[config.mk]
export PLATFORM = sky130hd
export DESIGN_NAME = cdb_arbiter_flat
export DESIGN_NICKNAME = d
export VERILOG_FILES = /design/src/rtl/cdb_arbiter_pkg.sv /design/src/rtl/cdb_arbiter_if.sv /design/src/rtl/cdb_arbiter_src_fifo.sv /design/src/rtl/cdb_arbiter.sv /design/src/flat_wrapper.sv
export SDC_FILE = /design/constraint.sdc
export NUM_CORES = 1
export LEC_CHECK = 0
export CORE_ASPECT_RATIO = 1.4
export CORE_UTILIZATION = 55
export CTS_CLUSTER_SIZE = 16
export DETAILED_ROUTE_END_ITERATION = 6
export PLACE_DENSITY_LB_ADDON = 0.25
export RECOVER_POWER = 100
export SKIP_CTS_REPAIR_TIMING = 1
export SLEW_MARGIN = 20
export SYNTH_ARGS = -nofsm -noshare
export SYNTH_HDL_FRONTEND = slang
export SYNTH_SLANG_ARGS = --single-unit
[constraint.sdc]
create_clock -name clk -period 7.6 [get_ports clk]
set_input_delay 1.52 -clock clk [delete_from_list [all_inputs] [get_ports clk]]
set_output_delay 1.52 -clock clk [all_outputs]
set_load 0.05 [all_outputs]
[src/rtl/cdb_arbiter_pkg.sv]
// Shared types and defaults for the CDB arbiter slice.
package cdb_arbiter_pkg;

  localparam int CDB_NUM_SRC   = 8;
  localparam int CDB_TAG_W     = 3;
  localparam int CDB_DATA_W    = 32;
  localparam int CDB_BUF_DEPTH = 2;

  // One completed result waiting for the common data bus.
  typedef struct packed {
    logic [CDB_TAG_W-1:0]  tag;
    logic [CDB_DATA_W-1:0] data;
  } cdb_entry_t;

  // (a + b) mod m. Used for the round-robin scan with a constant modulus.
  function automatic int wrap_add(int a, int b, int m);
    return (a + b) % m;
  endfunction

endpackage

[src/rtl/cdb_arbiter_if.sv]
// Result-source and broadcast bus bundle.
// The master modport is the arbiter: it drives src_ready and the broadcast word.
// The slave modport is the environment: functional units plus the bus consumers.
interface cdb_arbiter_if
  import cdb_arbiter_pkg::*;
#(
  parameter int NUM_SRC = CDB_NUM_SRC,
  parameter int TAG_W   = CDB_TAG_W,
  parameter int DATA_W  = CDB_DATA_W,
  parameter int SRC_W   = (NUM_SRC > 1) ? $clog2(NUM_SRC) : 1
);

  logic [NUM_SRC-1:0]             src_valid;
  logic [NUM_SRC-1:0][TAG_W-1:0]  src_tag;
  logic [NUM_SRC-1:0][DATA_W-1:0] src_data;
  logic [NUM_SRC-1:0]             src_ready;

  logic                           cdb_valid;
  logic [TAG_W-1:0]               cdb_tag;
  logic [DATA_W-1:0]              cdb_data;
  logic [SRC_W-1:0]               cdb_src;

  modport master (
    input  src_valid, src_tag, src_data,
    output src_ready,
    output cdb_valid, cdb_tag, cdb_data, cdb_src
  );

  modport slave (
    output src_valid, src_tag, src_data,
    input  src_ready,
    input  cdb_valid, cdb_tag, cdb_data, cdb_src
  );

endinterface

[src/rtl/cdb_arbiter_src_fifo.sv]
// Per-source circular result buffer. Flush and reset both empty it.
module cdb_src_fifo
  import cdb_arbiter_pkg::*;
#(
  parameter int  DEPTH   = CDB_BUF_DEPTH,
  parameter type entry_t = cdb_entry_t,
  parameter int  CNT_W   = $clog2(DEPTH + 1)
) (
  input  logic             clk,
  input  logic             rst,
  input  logic             flush_i,
  input  logic             push_i,
  input  entry_t           din_i,
  input  logic             pop_i,
  output entry_t           dout_o,
  output logic             full_o,
  output logic             empty_o,
  output logic [CNT_W-1:0] count_o
);

  localparam int PTR_W = (DEPTH > 1) ? $clog2(DEPTH) : 1;

  entry_t             mem_q [DEPTH];
  logic [PTR_W-1:0]   wr_ptr_q, wr_ptr_d;
  logic [PTR_W-1:0]   rd_ptr_q, rd_ptr_d;
  logic [CNT_W-1:0]   count_q, count_d;
  logic               do_push;
  logic               do_pop;

  assign full_o  = (count_q == CNT_W'(DEPTH));
  assign empty_o = (count_q == '0);
  assign count_o = count_q;
  assign dout_o  = mem_q[rd_ptr_q];

  // Next pointers and occupancy; push and pop in one cycle leave count unchanged.
  always_comb begin
    do_push  = push_i & ~full_o;
    do_pop   = pop_i & ~empty_o;
    wr_ptr_d = wr_ptr_q;
    rd_ptr_d = rd_ptr_q;
    if (do_push) begin
      wr_ptr_d = (wr_ptr_q == PTR_W'(DEPTH - 1)) ? '0 : wr_ptr_q + 1'b1;
    end
    if (do_pop) begin
      rd_ptr_d = (rd_ptr_q == PTR_W'(DEPTH - 1)) ? '0 : rd_ptr_q + 1'b1;
    end
    count_d = count_q + CNT_W'(do_push) - CNT_W'(do_pop);
  end

  // Pointer/count state; reset and flush both drop everything buffered.
  always_ff @(posedge clk) begin
    if (rst || flush_i) begin
      wr_ptr_q <= '0;
      rd_ptr_q <= '0;
      count_q  <= '0;
    end else begin
      wr_ptr_q <= wr_ptr_d;
      rd_ptr_q <= rd_ptr_d;
      count_q  <= count_d;
    end
  end

  // Storage write; contents need no reset since count gates visibility.
  always_ff @(posedge clk) begin
    if (do_push) begin
      mem_q[wr_ptr_q] <= din_i;
    end
  end

endmodule

[src/rtl/cdb_arbiter.sv]
// Round-robin arbiter that buffers functional-unit results per source and
// drives one registered common-data-bus word per cycle.
module cdb_arbiter
  import cdb_arbiter_pkg::*;
#(
  parameter int NUM_SRC   = CDB_NUM_SRC,
  parameter int TAG_W     = CDB_TAG_W,
  parameter int DATA_W    = CDB_DATA_W,
  parameter int BUF_DEPTH = CDB_BUF_DEPTH
) (
  input  logic          clk,
  input  logic          rst,
  input  logic          flush,
  cdb_arbiter_if.master bus
);

  localparam int SRC_W = (NUM_SRC > 1) ? $clog2(NUM_SRC) : 1;
  localparam int CNT_W = $clog2(BUF_DEPTH + 1);

  typedef struct packed {
    logic [TAG_W-1:0]  tag;
    logic [DATA_W-1:0] data;
  } entry_t;

  entry_t             fifo_head  [NUM_SRC];
  logic [CNT_W-1:0]   fifo_count [NUM_SRC];
  logic [NUM_SRC-1:0] fifo_full;
  logic [NUM_SRC-1:0] fifo_empty;
  logic [NUM_SRC-1:0] src_ready;
  logic [NUM_SRC-1:0] push;
  logic [NUM_SRC-1:0] pop;
  logic [NUM_SRC-1:0] req;

  logic               grant_valid;
  logic [SRC_W-1:0]   grant_idx;
  logic [SRC_W-1:0]   cand;

  logic [SRC_W-1:0]   rr_ptr_q, rr_ptr_d;
  logic               cdb_valid_q, cdb_valid_d;
  logic [TAG_W-1:0]   cdb_tag_q, cdb_tag_d;
  logic [DATA_W-1:0]  cdb_data_q, cdb_data_d;
  logic [SRC_W-1:0]   cdb_src_q, cdb_src_d;

  generate
    for (genvar gi = 0; gi < NUM_SRC; gi++) begin : g_src
      // Ready looks at occupancy only, so a source never waits on the grant.
      assign src_ready[gi] = (fifo_count[gi] < CNT_W'(BUF_DEPTH)) & ~rst & ~flush;
      // The full guard keeps the buffer safe regardless of how ready is formed.
      assign push[gi]      = bus.src_valid[gi] & src_ready[gi] & ~fifo_full[gi];
      assign pop[gi]       = grant_valid & (grant_idx == SRC_W'(gi)) & ~flush;
      assign req[gi]       = ~fifo_empty[gi];

      cdb_src_fifo #(
        .DEPTH   (BUF_DEPTH),
        .entry_t (entry_t),
        .CNT_W   (CNT_W)
      ) u_fifo (
        .clk     (clk),
        .rst     (rst),
        .flush_i (flush),
        .push_i  (push[gi]),
        .din_i   ({bus.src_tag[gi], bus.src_data[gi]}),
        .pop_i   (pop[gi]),
        .dout_o  (fifo_head[gi]),
        .full_o  (fifo_full[gi]),
        .empty_o (fifo_empty[gi]),
        .count_o (fifo_count[gi])
      );
    end
  endgenerate

  // Pick the first non-empty source at or after rr_ptr, wrapping upward.
  always_comb begin
    grant_valid = 1'b0;
    grant_idx   = '0;
    cand        = '0;
    for (int k = 0; k < NUM_SRC; k++) begin
      cand = SRC_W'(wrap_add(int'(rr_ptr_q), k, NUM_SRC));
      if (!grant_valid && req[cand]) begin
        grant_valid = 1'b1;
        grant_idx   = cand;
      end
    end
  end

  // Next broadcast word and pointer; tag/data/src hold when nothing is granted.
  always_comb begin
    rr_ptr_d    = rr_ptr_q;
    cdb_valid_d = grant_valid;
    cdb_tag_d   = cdb_tag_q;
    cdb_data_d  = cdb_data_q;
    cdb_src_d   = cdb_src_q;
    if (grant_valid) begin
      cdb_tag_d  = fifo_head[grant_idx].tag;
      cdb_data_d = fifo_head[grant_idx].data;
      cdb_src_d  = grant_idx;
      rr_ptr_d   = (grant_idx == SRC_W'(NUM_SRC - 1)) ? '0 : grant_idx + 1'b1;
    end
  end

  // Output register and pointer; reset beats flush, flush kills the broadcast.
  always_ff @(posedge clk) begin
    if (rst) begin
      rr_ptr_q    <= '0;
      cdb_valid_q <= 1'b0;
      cdb_tag_q   <= '0;
      cdb_data_q  <= '0;
      cdb_src_q   <= '0;
    end else if (flush) begin
      rr_ptr_q    <= '0;
      cdb_valid_q <= 1'b0;
    end else begin
      rr_ptr_q    <= rr_ptr_d;
      cdb_valid_q <= cdb_valid_d;
      cdb_tag_q   <= cdb_tag_d;
      cdb_data_q  <= cdb_data_d;
      cdb_src_q   <= cdb_src_d;
    end
  end

  assign bus.src_ready = src_ready;
  assign bus.cdb_valid = cdb_valid_q;
  assign bus.cdb_tag   = cdb_tag_q;
  assign bus.cdb_data  = cdb_data_q;
  assign bus.cdb_src   = cdb_src_q;

endmodule

[src/flat_wrapper.sv]
// flat-port wrapper written by rule: the top's interface ports become plain ports
module cdb_arbiter_flat import cdb_arbiter_pkg::*;
#(
  parameter int NUM_SRC   = CDB_NUM_SRC,
  parameter int TAG_W     = CDB_TAG_W,
  parameter int DATA_W    = CDB_DATA_W,
  parameter int BUF_DEPTH = CDB_BUF_DEPTH
)
  (clk, rst, flush, bus_src_valid, bus_src_tag, bus_src_data, bus_src_ready, bus_cdb_valid, bus_cdb_tag, bus_cdb_data, bus_cdb_src);
  cdb_arbiter_if #(.NUM_SRC(NUM_SRC), .TAG_W(TAG_W), .DATA_W(DATA_W), .SRC_W(3)) bus_i ();
  input  logic clk;
  input  logic rst;
  input  logic flush;
  input wire logic [$bits(bus_i.src_valid)-1:0] bus_src_valid;
  input wire logic [$bits(bus_i.src_tag)-1:0] bus_src_tag;
  input wire logic [$bits(bus_i.src_data)-1:0] bus_src_data;
  output wire logic [$bits(bus_i.src_ready)-1:0] bus_src_ready;
  output wire logic [$bits(bus_i.cdb_valid)-1:0] bus_cdb_valid;
  output wire logic [$bits(bus_i.cdb_tag)-1:0] bus_cdb_tag;
  output wire logic [$bits(bus_i.cdb_data)-1:0] bus_cdb_data;
  output wire logic [$bits(bus_i.cdb_src)-1:0] bus_cdb_src;
  assign bus_i.src_valid = bus_src_valid;
  assign bus_i.src_tag = bus_src_tag;
  assign bus_i.src_data = bus_src_data;
  assign bus_src_ready = bus_i.src_ready;
  assign bus_cdb_valid = bus_i.cdb_valid;
  assign bus_cdb_tag = bus_i.cdb_tag;
  assign bus_cdb_data = bus_i.cdb_data;
  assign bus_cdb_src = bus_i.cdb_src;
  cdb_arbiter #(.NUM_SRC(NUM_SRC), .TAG_W(TAG_W), .DATA_W(DATA_W), .BUF_DEPTH(BUF_DEPTH)) u_core (.clk(clk), .rst(rst), .flush(flush), .bus(bus_i));
endmodule
==> run metrics <==
outcome=complete, but fails checks; violated checks=max-capacitance violations, max-slew violations; register area=0.0185 mm2; Final Skew=approximately 10 ps; Critical Path End Type=output pin; final period utilization=88.0%; Worst slew margin=-62.6%; CP Capture Point=bus_src_ready[5]; Post-Syn Instances=1699; # DRC=0; Metal-1 WL=24.7 mm; crit path launch=rst; pin count of the biggest net entering global routing=71; R2R Path Start=u_core.rr_ptr_q[1]$_SDFFE_PP0N_; WL met3=4.61 mm; Die Area=0.0489 mm2; Ports=338; maximum fanout along the worst path=41; number of synthesis warnings=0; die outline width=187 um; clk_lat worst skew=590 ps; post-synthesis sequential area ratio=69.9%; final core occ=68.1%; reg-to-reg setup timing slack=1100 ps; CP top delay family=simple AND/OR/NAND/NOR gates; Max Transition Viols Final=slightly above 600; Min-Delay Path Class=reg -> reg; root buf cell=clkbuf_16; initial antenna violation count=26; Unique masters post-synth=61; Max Root-Sink Buffers=3; top sig layer=met5; Vias=16500; remaining antenna violation count=0; unrepaired setup endpoints after global routing=no; most frequent cell after synthesis=edfxtp_1; Critical Path RT=between 6000 and 7000 ps; Synthesized Nets=2010; HPWL Detailed=49.8 mm; CORE AREA=0.0472 mm2; CTS clk-pin slew, worst paths=60 ps; top cells by area, synth=edfxtp_1 64%, mux2i_1 11%, dfxtp_1 6.2%; Synth Register Bits=642; Max Cap Viol=18; power density over the cells=338 mW/mm2; Leak=10.6 nW; CP max stage delay=roughly 1800 ps; drt pass-1 iters=5; kind of critical path=in -> out; row cnt=94; first-pass GRT wire length=between 100 and 150 mm; post-synth top area share=63.7%; die height=~260 um; Synth Cell Area=approximately 0.026 mm2; Worst-Margin Slew=roughly 2400 ps; # setup viols final=0; final hold violations=0; vias in the first global route=16500; Levels on crit path=4; port bufs=337; via density per instance=approximately 6.1; Sink Count=around 640; routed wl met2=38.9 mm; Avg Cell Area, Syn=roughly 16 um2; fmax=0.150 GHz; Final Routed Wirelength=73.3 mm; Placer Congestion=about 1.1; Arr. time, crit path=5170 ps; area grow syn2layout=21.6%; final setup TNS=0 ps; GR Overflow Total=0; largest area contributor in the netlist=edfxtp_1; Critical path buffers and inverters=2; Post-synth EDFFs=560; Commonest cells post-synth=560 x edfxtp_1, 282 x mux2i_1, 84 x a211oi_1, 82 x a221oi_1, 82 x dfxtp_1; Multi-input gate area=around 0.0073 mm2; CTS Buf Count=58; htree depth=2; DRT iter0 DRCs=approximately 1400; asr flop ratio synth=0%; VDD IR max=approximately 0.34 mV; worst flop-to-flop path endpoint=u_core.g_src[2].u_fifo.count_o[1]$_SDFF_PP0_; Tmin final=roughly 6700 ps; Starting Density=a little under three fifths; Worst setup SP type=input pin; Wirelength per Cell=27.2 um; Slowest-stage cell, CP=or2_0; reg2reg path depth=17; CTS tree=done; Fillers=3231; Main synth FF type=edfxtp_1; Final #Nets=2327; worst path cell trace=clkdlybuf4s50_1, or2_0, nor2_1, dlygate4sd3_1; share of layout cells above drive strength 1=6.50%; total track usage=just under 30%
[how the worst min path moves through the flow]
stage	start	to	slack [ps]	depth (start not counted)
2_1_floorplan	u_core.g_src[6].u_fifo.rd_ptr_q$_SDFFE_PP0P_	flop	450	2
3_3_place_gp	u_core.g_src[6].u_fifo.rd_ptr_q$_SDFFE_PP0P_	u_core.g_src[6].u_fifo.rd_ptr_q$_SDFFE_PP0P_	460	2
3_5_place_dp	u_core.bus.cdb_data[31]$_SDFFE_PP0P_	u_core.bus.cdb_data[31]$_SDFFE_PP0P_	480	2
4_1_cts	u_core.bus.cdb_data[31]$_SDFFE_PP0P_	u_core.bus.cdb_data[31]$_SDFFE_PP0P_	490	2
5_1_grt	u_core.bus.cdb_data[11]$_SDFFE_PP0P_	u_core.bus.cdb_data[11]$_SDFFE_PP0P_	510	2
6_report	u_core.bus.cdb_data[18]$_SDFFE_PP0P_	u_core.bus.cdb_data[18]$_SDFFE_PP0P_	480	2
[through the flow]
step	power [W]	hold slack, ps	setup slack, ps	cell area [um2]	cells
5_1_grt	0.0111	514	641	32100	2692
6_report	0.0108	484	914	32100	2695
3_3_place_gp	0.00799	464	1950	30300	2575
3_5_place_dp	0.00807	476	1690	30300	2576
2_1_floorplan	0.00663	452	2230	26400	1699
4_1_cts	0.0109	491	1680	32200	2682
[cells in the final DEF, fill, tap and decap left out, types with 11 or more instances in the layout]
cell               n
o211ai_1          37
o21bai_1          26
a211oi_1          84
clkbuf_16         61
nor2b_1           80
inv_1             17
clkinv_1          12
nor3_1            11
buf_4             17
xor2_1            19
edfxtp_1         560
mux2i_1          282
nor2_1            61
xnor2_1           15
dfxtp_1           74
a221oi_1          82
clkdlybuf4s50_1   11
dlygate4sd3_1    326
a31oi_1           11
clkbuf_1          28
nand2_1           76
ha_1              20
[power by group]
| part | total, W | switching (W) | leakage [nW] | internal, W |
|---|---|---|---|---|
| sequential | 0.00405 | 0.0000778 | 5.76 | 0.00397 |
| combinational | 0.00391 | 0.00271 | 3.97 | 0.00120 |
| clock | 0.00288 | 0.00125 | 0.902 | 0.00163 |
[tightest hold or removal path, stage by stage, from the launching register on]
cell and delay [ps]:
dfxtp_1 320, nand2_1 50, o211ai_1 80
[registers in the layout, indices dropped and copies added (netlist names), 3 cells and up, named ones only]
register	flops
u_core.bus.cdb_tag	3
u_core.g_src.u_fifo.wr_ptr_q	8
u_core.g_src.u_fifo.count_o	16
u_core.bus.cdb_data	32
u_core.g_src.u_fifo.mem_q	560
u_core.g_src.u_fifo.rd_ptr_q	8
u_core.rr_ptr_q	3
u_core.bus.cdb_src	3
[logic make-up (layout without fill, tap and decap cells)]
group	count (synthesis)	after routing	share of synthesized area, %
AOI/OAI and AO/OA	287	287	8.32
muxes	288	288	11.2
buffers and inverters	132	495	2.38
other	0	9	0
DFF	642	642	69.9
and+or+nand+nor	296	296	6.15
xor gates and xnor gates	34	34	1.13
adders and majority gates	20	20	0.948
[area by class of cell]
class,count,area share [%]
clock inverter,31,0.873
inverter,19,0.230
clock buffer,75,4.92
multi-input combinational,925,22.8
tap,624,2.43
antenna,9,0.0701
timing repair buffer,370,11.2
sequential,642,57.5
[layer usage]
metal,up-vias,GRT usage (%)
met5,-,0
met2,770,53.6
met1,8196,32.3
li1,7307,-
met4,22,18.8
met3,206,4.88
Power figures use the tool's default switching activity.
